**src/rtl/bus_pkg.sv**
```systemverilog
// ---------------------------------------------------------------------------
// bus_pkg
// Shared definitions for the lab's 32-bit word-addressed register bus:
// response codes, burst types and the bus_cmd_master FSM state encoding.
// No ports (package).
// ---------------------------------------------------------------------------
package bus_pkg;

  localparam logic [1:0] RESP_OKAY    = 2'b00;
  localparam logic [1:0] RESP_SLVERR  = 2'b10;
  localparam logic [1:0] RESP_TIMEOUT = 2'b11;

  localparam logic [1:0] BURST_FIXED  = 2'b00;
  localparam logic [1:0] BURST_INCR   = 2'b01;

  typedef enum logic [2:0] {
    ST_IDLE = 3'd0,
    ST_WA   = 3'd1,
    ST_WD   = 3'd2,
    ST_WB   = 3'd3,
    ST_RA   = 3'd4,
    ST_RD   = 3'd5,
    ST_FIN  = 3'd6
  } mst_state_e;

endpackage

```
**src/rtl/bus_cmd_master.sv**
```systemverilog
// ---------------------------------------------------------------------------
// bus_cmd_master
// Bus initiator: turns a command / write-data / read-data stream interface
// into WR_ADDR/WR_DATA/WR_BACK and RD_ADDR/RD_DATA channel transactions.
// One transaction at a time, INCR bursts only.
//
// Ports:
//   clk, rst                 clock, synchronous active-high reset
//   cmd_*                    command stream (write flag, start addr, len-1)
//   wdata_*, wstrb           write beat stream (passed through to WR_DATA)
//   rdata_*                  read beat stream (passed through from RD_BACK)
//   done_pulse, done_resp    one-cycle completion pulse + worst response
//   busy                     FSM not in IDLE
//   MASTER_WR_ADDR_*         write address channel
//   MASTER_WR_DATA_*         write data channel
//   MASTER_WR_BACK_*         write response channel
//   MASTER_RD_ADDR_*         read address channel
//   MASTER_RD_BACK_*, MASTER_RD_DATA_READY   read data channel
//
// Optional feature: define BUS_CMD_MASTER_TIMEOUT_EN to add a watchdog that
// forces the transaction to FIN with done_resp=11 after TIMEOUT_CYCLES cycles
// without a handshake. Without it the FSM waits indefinitely.
// ---------------------------------------------------------------------------
module bus_cmd_master
  import bus_pkg::*;
#(
  parameter logic [3:0] ID_VAL         = 4'h0,
  parameter int         TIMEOUT_CYCLES = 1024
) (
  input  logic        clk,
  input  logic        rst,
  input  logic        cmd_valid,
  output logic        cmd_ready,
  input  logic        cmd_write,
  input  logic [31:0] cmd_addr,
  input  logic [7:0]  cmd_len,
  input  logic        wdata_valid,
  output logic        wdata_ready,
  input  logic [31:0] wdata,
  input  logic [3:0]  wstrb,
  output logic        rdata_valid,
  input  logic        rdata_ready,
  output logic [31:0] rdata,
  output logic        rdata_last,
  output logic        done_pulse,
  output logic [1:0]  done_resp,
  output logic        busy,
  output logic [3:0]  MASTER_WR_ADDR_ID,
  output logic [31:0] MASTER_WR_ADDR_ADDR,
  output logic [7:0]  MASTER_WR_ADDR_LEN,
  output logic [1:0]  MASTER_WR_ADDR_BURST,
  output logic        MASTER_WR_ADDR_VALID,
  input  logic        MASTER_WR_ADDR_READY,
  output logic [31:0] MASTER_WR_DATA,
  output logic [3:0]  MASTER_WR_DATA_STRB,
  output logic        MASTER_WR_DATA_LAST,
  output logic        MASTER_WR_DATA_VALID,
  input  logic        MASTER_WR_DATA_READY,
  input  logic [3:0]  MASTER_WR_BACK_ID,
  input  logic [1:0]  MASTER_WR_BACK_RESP,
  input  logic        MASTER_WR_BACK_VALID,
  output logic        MASTER_WR_BACK_READY,
  output logic [3:0]  MASTER_RD_ADDR_ID,
  output logic [31:0] MASTER_RD_ADDR_ADDR,
  output logic [7:0]  MASTER_RD_ADDR_LEN,
  output logic [1:0]  MASTER_RD_ADDR_BURST,
  output logic        MASTER_RD_ADDR_VALID,
  input  logic        MASTER_RD_ADDR_READY,
  input  logic [3:0]  MASTER_RD_BACK_ID,
  input  logic [31:0] MASTER_RD_BACK_DATA,
  input  logic [1:0]  MASTER_RD_BACK_RESP,
  input  logic        MASTER_RD_BACK_LAST,
  input  logic        MASTER_RD_BACK_VALID,
  output logic        MASTER_RD_DATA_READY
);

  mst_state_e  state_q, state_d;
  logic [31:0] addr_q, addr_d;
  logic [7:0]  len_q, len_d;
  logic [7:0]  cnt_q, cnt_d;
  logic [1:0]  err_q, err_d;
  // Set once a read has delivered len+1 beats without LAST, so a late LAST
  // is not mistaken for an early one after the beat counter moves past len.
  logic        over_q, over_d;
  logic        wr_addr_valid_q, rd_addr_valid_q;
  logic        hs;

`ifdef BUS_CMD_MASTER_TIMEOUT_EN
  logic [15:0] wd_q, wd_d;
  logic        timeout_hit;
`else
  logic        unused_timeout;
  assign unused_timeout = ^TIMEOUT_CYCLES;
`endif

  always_comb begin
    state_d              = state_q;
    addr_d               = addr_q;
    len_d                = len_q;
    cnt_d                = cnt_q;
    err_d                = err_q;
    over_d               = over_q;
    hs                   = 1'b0;
    cmd_ready            = 1'b0;
    wdata_ready          = 1'b0;
    MASTER_WR_DATA_VALID = 1'b0;
    MASTER_WR_BACK_READY = 1'b0;
    rdata_valid          = 1'b0;
    MASTER_RD_DATA_READY = 1'b0;
    done_pulse           = 1'b0;

    case (state_q)
      ST_IDLE: begin
        cmd_ready = !rst;
        if (cmd_valid && !rst) begin
          addr_d  = cmd_addr;
          len_d   = cmd_len;
          cnt_d   = 8'd0;
          err_d   = RESP_OKAY;
          over_d  = 1'b0;
          state_d = cmd_write ? ST_WA : ST_RA;
        end
      end
      ST_WA: begin
        hs = wr_addr_valid_q && MASTER_WR_ADDR_READY;
        if (hs) state_d = ST_WD;
      end
      ST_WD: begin
        MASTER_WR_DATA_VALID = wdata_valid;
        wdata_ready          = MASTER_WR_DATA_READY;
        hs = wdata_valid && MASTER_WR_DATA_READY;
        if (hs) begin
          cnt_d = cnt_q + 8'd1;
          if (cnt_q == len_q) state_d = ST_WB;
        end
      end
      ST_WB: begin
        MASTER_WR_BACK_READY = 1'b1;
        hs = MASTER_WR_BACK_VALID;
        if (hs) begin
          err_d = err_q | MASTER_WR_BACK_RESP;
          if (MASTER_WR_BACK_ID != ID_VAL) err_d = err_d | RESP_SLVERR;
          state_d = ST_FIN;
        end
      end
      ST_RA: begin
        hs = rd_addr_valid_q && MASTER_RD_ADDR_READY;
        if (hs) state_d = ST_RD;
      end
      ST_RD: begin
        rdata_valid          = MASTER_RD_BACK_VALID;
        MASTER_RD_DATA_READY = rdata_ready;
        hs = MASTER_RD_BACK_VALID && rdata_ready;
        if (hs) begin
          cnt_d = cnt_q + 8'd1;
          if (cnt_q == len_q) over_d = 1'b1;
          err_d = err_q | MASTER_RD_BACK_RESP;
          if (MASTER_RD_BACK_ID != ID_VAL) err_d = err_d | RESP_SLVERR;
          if (MASTER_RD_BACK_LAST) begin
            // LAST before len+1 beats is a protocol error from the slave.
            if (!over_q && (cnt_q != len_q)) err_d = err_d | RESP_SLVERR;
            state_d = ST_FIN;
          end
        end
      end
      ST_FIN: begin
        done_pulse = 1'b1;
        state_d    = ST_IDLE;
      end
      default: state_d = ST_IDLE;
    endcase

`ifdef BUS_CMD_MASTER_TIMEOUT_EN
    // Watchdog: counts stalled cycles in active states, cleared by any handshake.
    if ((state_q == ST_IDLE) || (state_q == ST_FIN) || hs) begin
      wd_d = 16'd0;
    end else begin
      wd_d = wd_q + 16'd1;
    end
    timeout_hit = (state_q != ST_IDLE) && (state_q != ST_FIN) && !hs &&
                  (wd_q == 16'(TIMEOUT_CYCLES - 1));
    if (timeout_hit) begin
      state_d = ST_FIN;
      err_d   = RESP_TIMEOUT;
      wd_d    = 16'd0;
    end
`endif
  end

  always_ff @(posedge clk) begin
    if (rst) begin
      state_q         <= ST_IDLE;
      addr_q          <= 32'd0;
      len_q           <= 8'd0;
      cnt_q           <= 8'd0;
      err_q           <= RESP_OKAY;
      over_q          <= 1'b0;
      wr_addr_valid_q <= 1'b0;
      rd_addr_valid_q <= 1'b0;
`ifdef BUS_CMD_MASTER_TIMEOUT_EN
      wd_q            <= 16'd0;
`endif
    end else begin
      state_q         <= state_d;
      addr_q          <= addr_d;
      len_q           <= len_d;
      cnt_q           <= cnt_d;
      err_q           <= err_d;
      over_q          <= over_d;
      // Address valids are registered images of the next state, so they rise
      // the cycle after command accept and hold until the READY handshake.
      wr_addr_valid_q <= (state_d == ST_WA);
      rd_addr_valid_q <= (state_d == ST_RA);
`ifdef BUS_CMD_MASTER_TIMEOUT_EN
      wd_q            <= wd_d;
`endif
    end
  end

  assign busy      = (state_q != ST_IDLE);
  assign done_resp = err_q;

  assign MASTER_WR_ADDR_ID    = ID_VAL;
  assign MASTER_WR_ADDR_ADDR  = addr_q;
  assign MASTER_WR_ADDR_LEN   = len_q;
  assign MASTER_WR_ADDR_BURST = BURST_INCR;
  assign MASTER_WR_ADDR_VALID = wr_addr_valid_q;

  assign MASTER_WR_DATA       = wdata;
  assign MASTER_WR_DATA_STRB  = wstrb;
  assign MASTER_WR_DATA_LAST  = (cnt_q == len_q);

  assign MASTER_RD_ADDR_ID    = ID_VAL;
  assign MASTER_RD_ADDR_ADDR  = addr_q;
  assign MASTER_RD_ADDR_LEN   = len_q;
  assign MASTER_RD_ADDR_BURST = BURST_INCR;
  assign MASTER_RD_ADDR_VALID = rd_addr_valid_q;

  assign rdata      = MASTER_RD_BACK_DATA;
  assign rdata_last = MASTER_RD_BACK_LAST;

endmodule

```
**config.mk**
```make
export PLATFORM = sky130hd
export DESIGN_NAME = bus_cmd_master
export DESIGN_NICKNAME = d
export VERILOG_FILES = /design/src/rtl/bus_pkg.sv /design/src/rtl/bus_cmd_master.sv
export SDC_FILE = /design/constraint.sdc
export NUM_CORES = 1
export LEC_CHECK = 0
export ABC_AREA = 1
export CORE_AREA = 2 2 117 119
export DETAILED_ROUTE_END_ITERATION = 10
export DIE_AREA = 0 0 119 121
export GPL_ROUTABILITY_DRIVEN = 0
export HOLD_SLACK_MARGIN = 0.1
export PLACE_DENSITY = 0.81
export SKIP_LAST_GASP = 1
export SLEW_MARGIN = 20
export SYNTH_ARGS = -nofsm -noshare
export SYNTH_HDL_FRONTEND = slang
export SYNTH_SLANG_ARGS = --single-unit
```
**constraint.sdc**
```tcl
create_clock -name clk -period 1.6 [get_ports clk]
set_input_delay 0.16 -clock clk [delete_from_list [all_inputs] [get_ports clk]]
set_output_delay 0.16 -clock clk [all_outputs]
set_load 0.1 [all_outputs]
```
==> impl_metrics.toml <==
[status]
status = "completed"

[floorplan]
die_w_um = 119
rows = 42
die-height_um = 121
start_util = 0.264
core_area_um2 = 13100
die-area_um2 = 14400
ios = 306

[pwr]
p_leak_nw = 2.46
pwr-share-comb = 0.512
peakVddDrop_v = 0.000483
p_seq_frac = 0.289
p_switching_mw = 2.68
power_density_nw_per_um2 = 1020
p_int_mw = 3.23
power_mw = 5.92
switching_share = 0.454
clock_power_share = 0.200

[grt]
antenna_found_initial = 0
grt_start_max_net_pins = 35
first_global_vias = 2991
grt_first_pass_wirelength_um = 16000
grt_overflow_total = 0
grt.total_usage = 0.141

[layout]
drive_gt1_frac = 0.330
nFillCells = 1220
final_net_count = 672
diodes = 0
seqCellArea_um2 = 1160
multi_input_area_um2 = 1330
syn_to_final_growth_pct = 66.9

[synthesis]
synth_edf_count = 0
synth-async-reset-ratio = 0
synth_flop_cell = "dfxtp_1"
synth.area.top_cells = "dfxtp_1 (32%), buf_4 (27%), nand3_1 (11%), nand2_1 (9.1%), inv_1 (4.0%)"
synth_seq_cells = 56
yosysTopAreaCellShare = 0.324
synth_most_common_cell = "buf_4"
syn_area_um2 = 3460
avgSynthCellArea_um2 = 7.19
seq_area_frac_synth = 0.324
yosysTopAreaCell = "dfxtp_1"
yosys_warnings = 0
synth_cell_type_count = 32
synth_top_cells_by_count = "buf_4 (126), nand2_1 (84), nand3_1 (79)"
synth_cells = 481

[route]
avgRoutedWirePerCell_um = 14.2
drt_iter0_drc = 214
viasPerCell = 4.34
ant_nets = 0
drt-total-wl_um = 10200
vias = 3109
drc = 0
firstDrtPassIters = 4

[clock_tree]
cts_buffers = 5
clock_latency_ns = 0.29
cts_tree = "built"
cts_buffer_depth = 2
cts_num_sinks = 56
hold_buffers = 0
clk_pin_slew_worst_paths_ns = 0.07
cts_root_buf = "clkbuf_16"
cts_max_level = 2

[min_path]
min_to = "MASTER_WR_DATA[3]"
whs_path_depth = 0
hold_path_startpoint = "wdata[3]"
hold_path_class = "input port to output port"

[setup_path]
cp_cell_sequence = "xnor2_2 > nand2_1 > nor2_1 > nand2_2 > clkinvlp_4 > buf_12"
max_stage_delay_ns = 0.42
critPathMaxFanout = 3
r2r_slack_ns = 0.12
r2r_cells = 7
path_class = "flip-flop to output port"
startpoint_type = "flip-flop"
slowest_stage = "dfxtp_1"
worstSetupStartpoint = "cnt_q[4]"
crit_path_end_kind = "output port"
required_ns = 1.44
timing.rr.start = "cnt_q[0]"
crit_arrival_ns = 1.43
reg2reg_to = "cnt_q[6]"

[sta]
setup_slack_ns = 0.00626
fmax_ghz = 0.627
report.final.hold_viol_count = 0
min_period_ns = 1.59
skew_ns = 0.00418
rsz0062_at_grt = "true"
fin_crit_sh = 0.996
finalSetupViolations = 0
slew_viol_final = 0

[place]
dp_hpwl_um = 8390
io_buffers = 157
dp_slack_ns = -0.0479

[job]
max-cap-violations = 0
layer usage:
| layer | GRT usage | routed length, um |
|---|---|---|
| met3 | 0.0446 | 987 |
| met4 | 0.0804 | 362 |
| met5 | 0 | 0 |
| met2 | 0.227 | 4930 |
| met1 | 0.165 | 3920 |
kinds of logic after synthesis:
logic type,Yosys count,share of synthesized area
AOI/OAI and AO/OA,29,0.0485
xor gates and xnor gates,5,0.0127
adders and majority gates,1,0.00362
buffers and inverters,178,0.335
DFF,56,0.324
other,2,0.00217
and+or+nand+nor,210,0.274
critical path: cells and delay by family (launching register included):
kind                   cells  cell delay [ns]
flip-flops                 1             0.42
AND/OR/NAND/NOR            3             0.30
buffers and inverters      2             0.28
XOR/XNOR                   1             0.14
sequential cells by signal, indices dropped and copies added, names as in the netlist:
signal	count
cnt_q	8
MASTER_RD_ADDR_VALID	1
MASTER_RD_ADDR_LEN	8
state_q	3
MASTER_WR_ADDR_VALID	1
MASTER_RD_ADDR_ADDR	32
over_q	1
done_resp	2
placed cells by master, fill, tap and decap left out, types with 2 or more instances in the layout:
cell             netlist  final
a21oi_1               13     13
buf_12                 0     99
buf_4                126     17
clkbuf_16              0      6
clkdlybuf4s50_1        0     63
conb_1                 2     12
dfxtp_1               56     41
dfxtp_2                0      6
dfxtp_4                0      9
inv_1                 37     28
inv_2                  1      8
nand2_1               84     81
nand2_2                2      4
nand3_1               79     77
nand3_2                1      3
nand4_1                4      4
nor2_1                25     17
nor2_2                 4      3
nor2_4                 2     11
nor3_1                 6      5
o21ai_0                8      7
o21ai_1                1      2
o21ai_2                3      3
xnor2_1                3      2
xor2_1                 2      2
metrics by stage:
stage | setup TNS [ns] | instance area [um2] | hold slack (ns) | utilization | cells
6_report | 0 | 5770 | 0.320 | 0.441 | 716
5_1_grt | -0.0513 | 5770 | 0.320 | 0.441 | 716
4_1_cts | -0.0236 | 5700 | 0.321 | 0.436 | 712
3_5_place_dp | -0.116 | 5520 | 0.321 | 0.422 | 703
3_3_place_gp | 0 | 5520 | 0.321 | 0.422 | 703
2_1_floorplan | -1.42 | 3590 | 0.221 | - | 491
area by class of cell:
cell class	count	share of cell area
Clock inverter	1	0.000867
Sequential cell	56	0.201
Clock buffer	7	0.0267
Timing Repair Buffer	180	0.476
Inverter	39	0.0269
Multi-Input combinational cell	257	0.230
Tap cell	176	0.0381
power by group through the flow:
stage,sequential (mW),combinational [mW],clock (mW)
6_report,1.71,3.03,1.18
5_1_grt,1.73,3.13,1.29
4_1_cts,1.71,3.02,1.23
3_5_place_dp,1.74,3.01,0
3_3_place_gp,1.74,2.98,0
2_1_floorplan,2.30,2.16,0
worst max-delay path by stage:
stage                           end  slack [ns]
2_1_floorplan  MASTER_RD_DATA_READY       -0.39
3_5_place_dp               cnt_q[2]       -0.05
5_1_grt         MASTER_WR_DATA_LAST       -0.05
6_report        MASTER_WR_DATA_LAST       0.006
4_1_cts         MASTER_WR_DATA_LAST       -0.02
3_3_place_gp               cnt_q[5]       0.005
what timing repair did:
item | in CTS | in global routing
hold endpoints to repair | 0 | 0
pin swaps | 0 | 1
buffers inserted | 1 | 4
resized for setup | 5 | 16
endpoints found under the setup margin | 5 | 34
cloned | 0 | 0
Note: power is estimated with default switching activity, not from simulation.
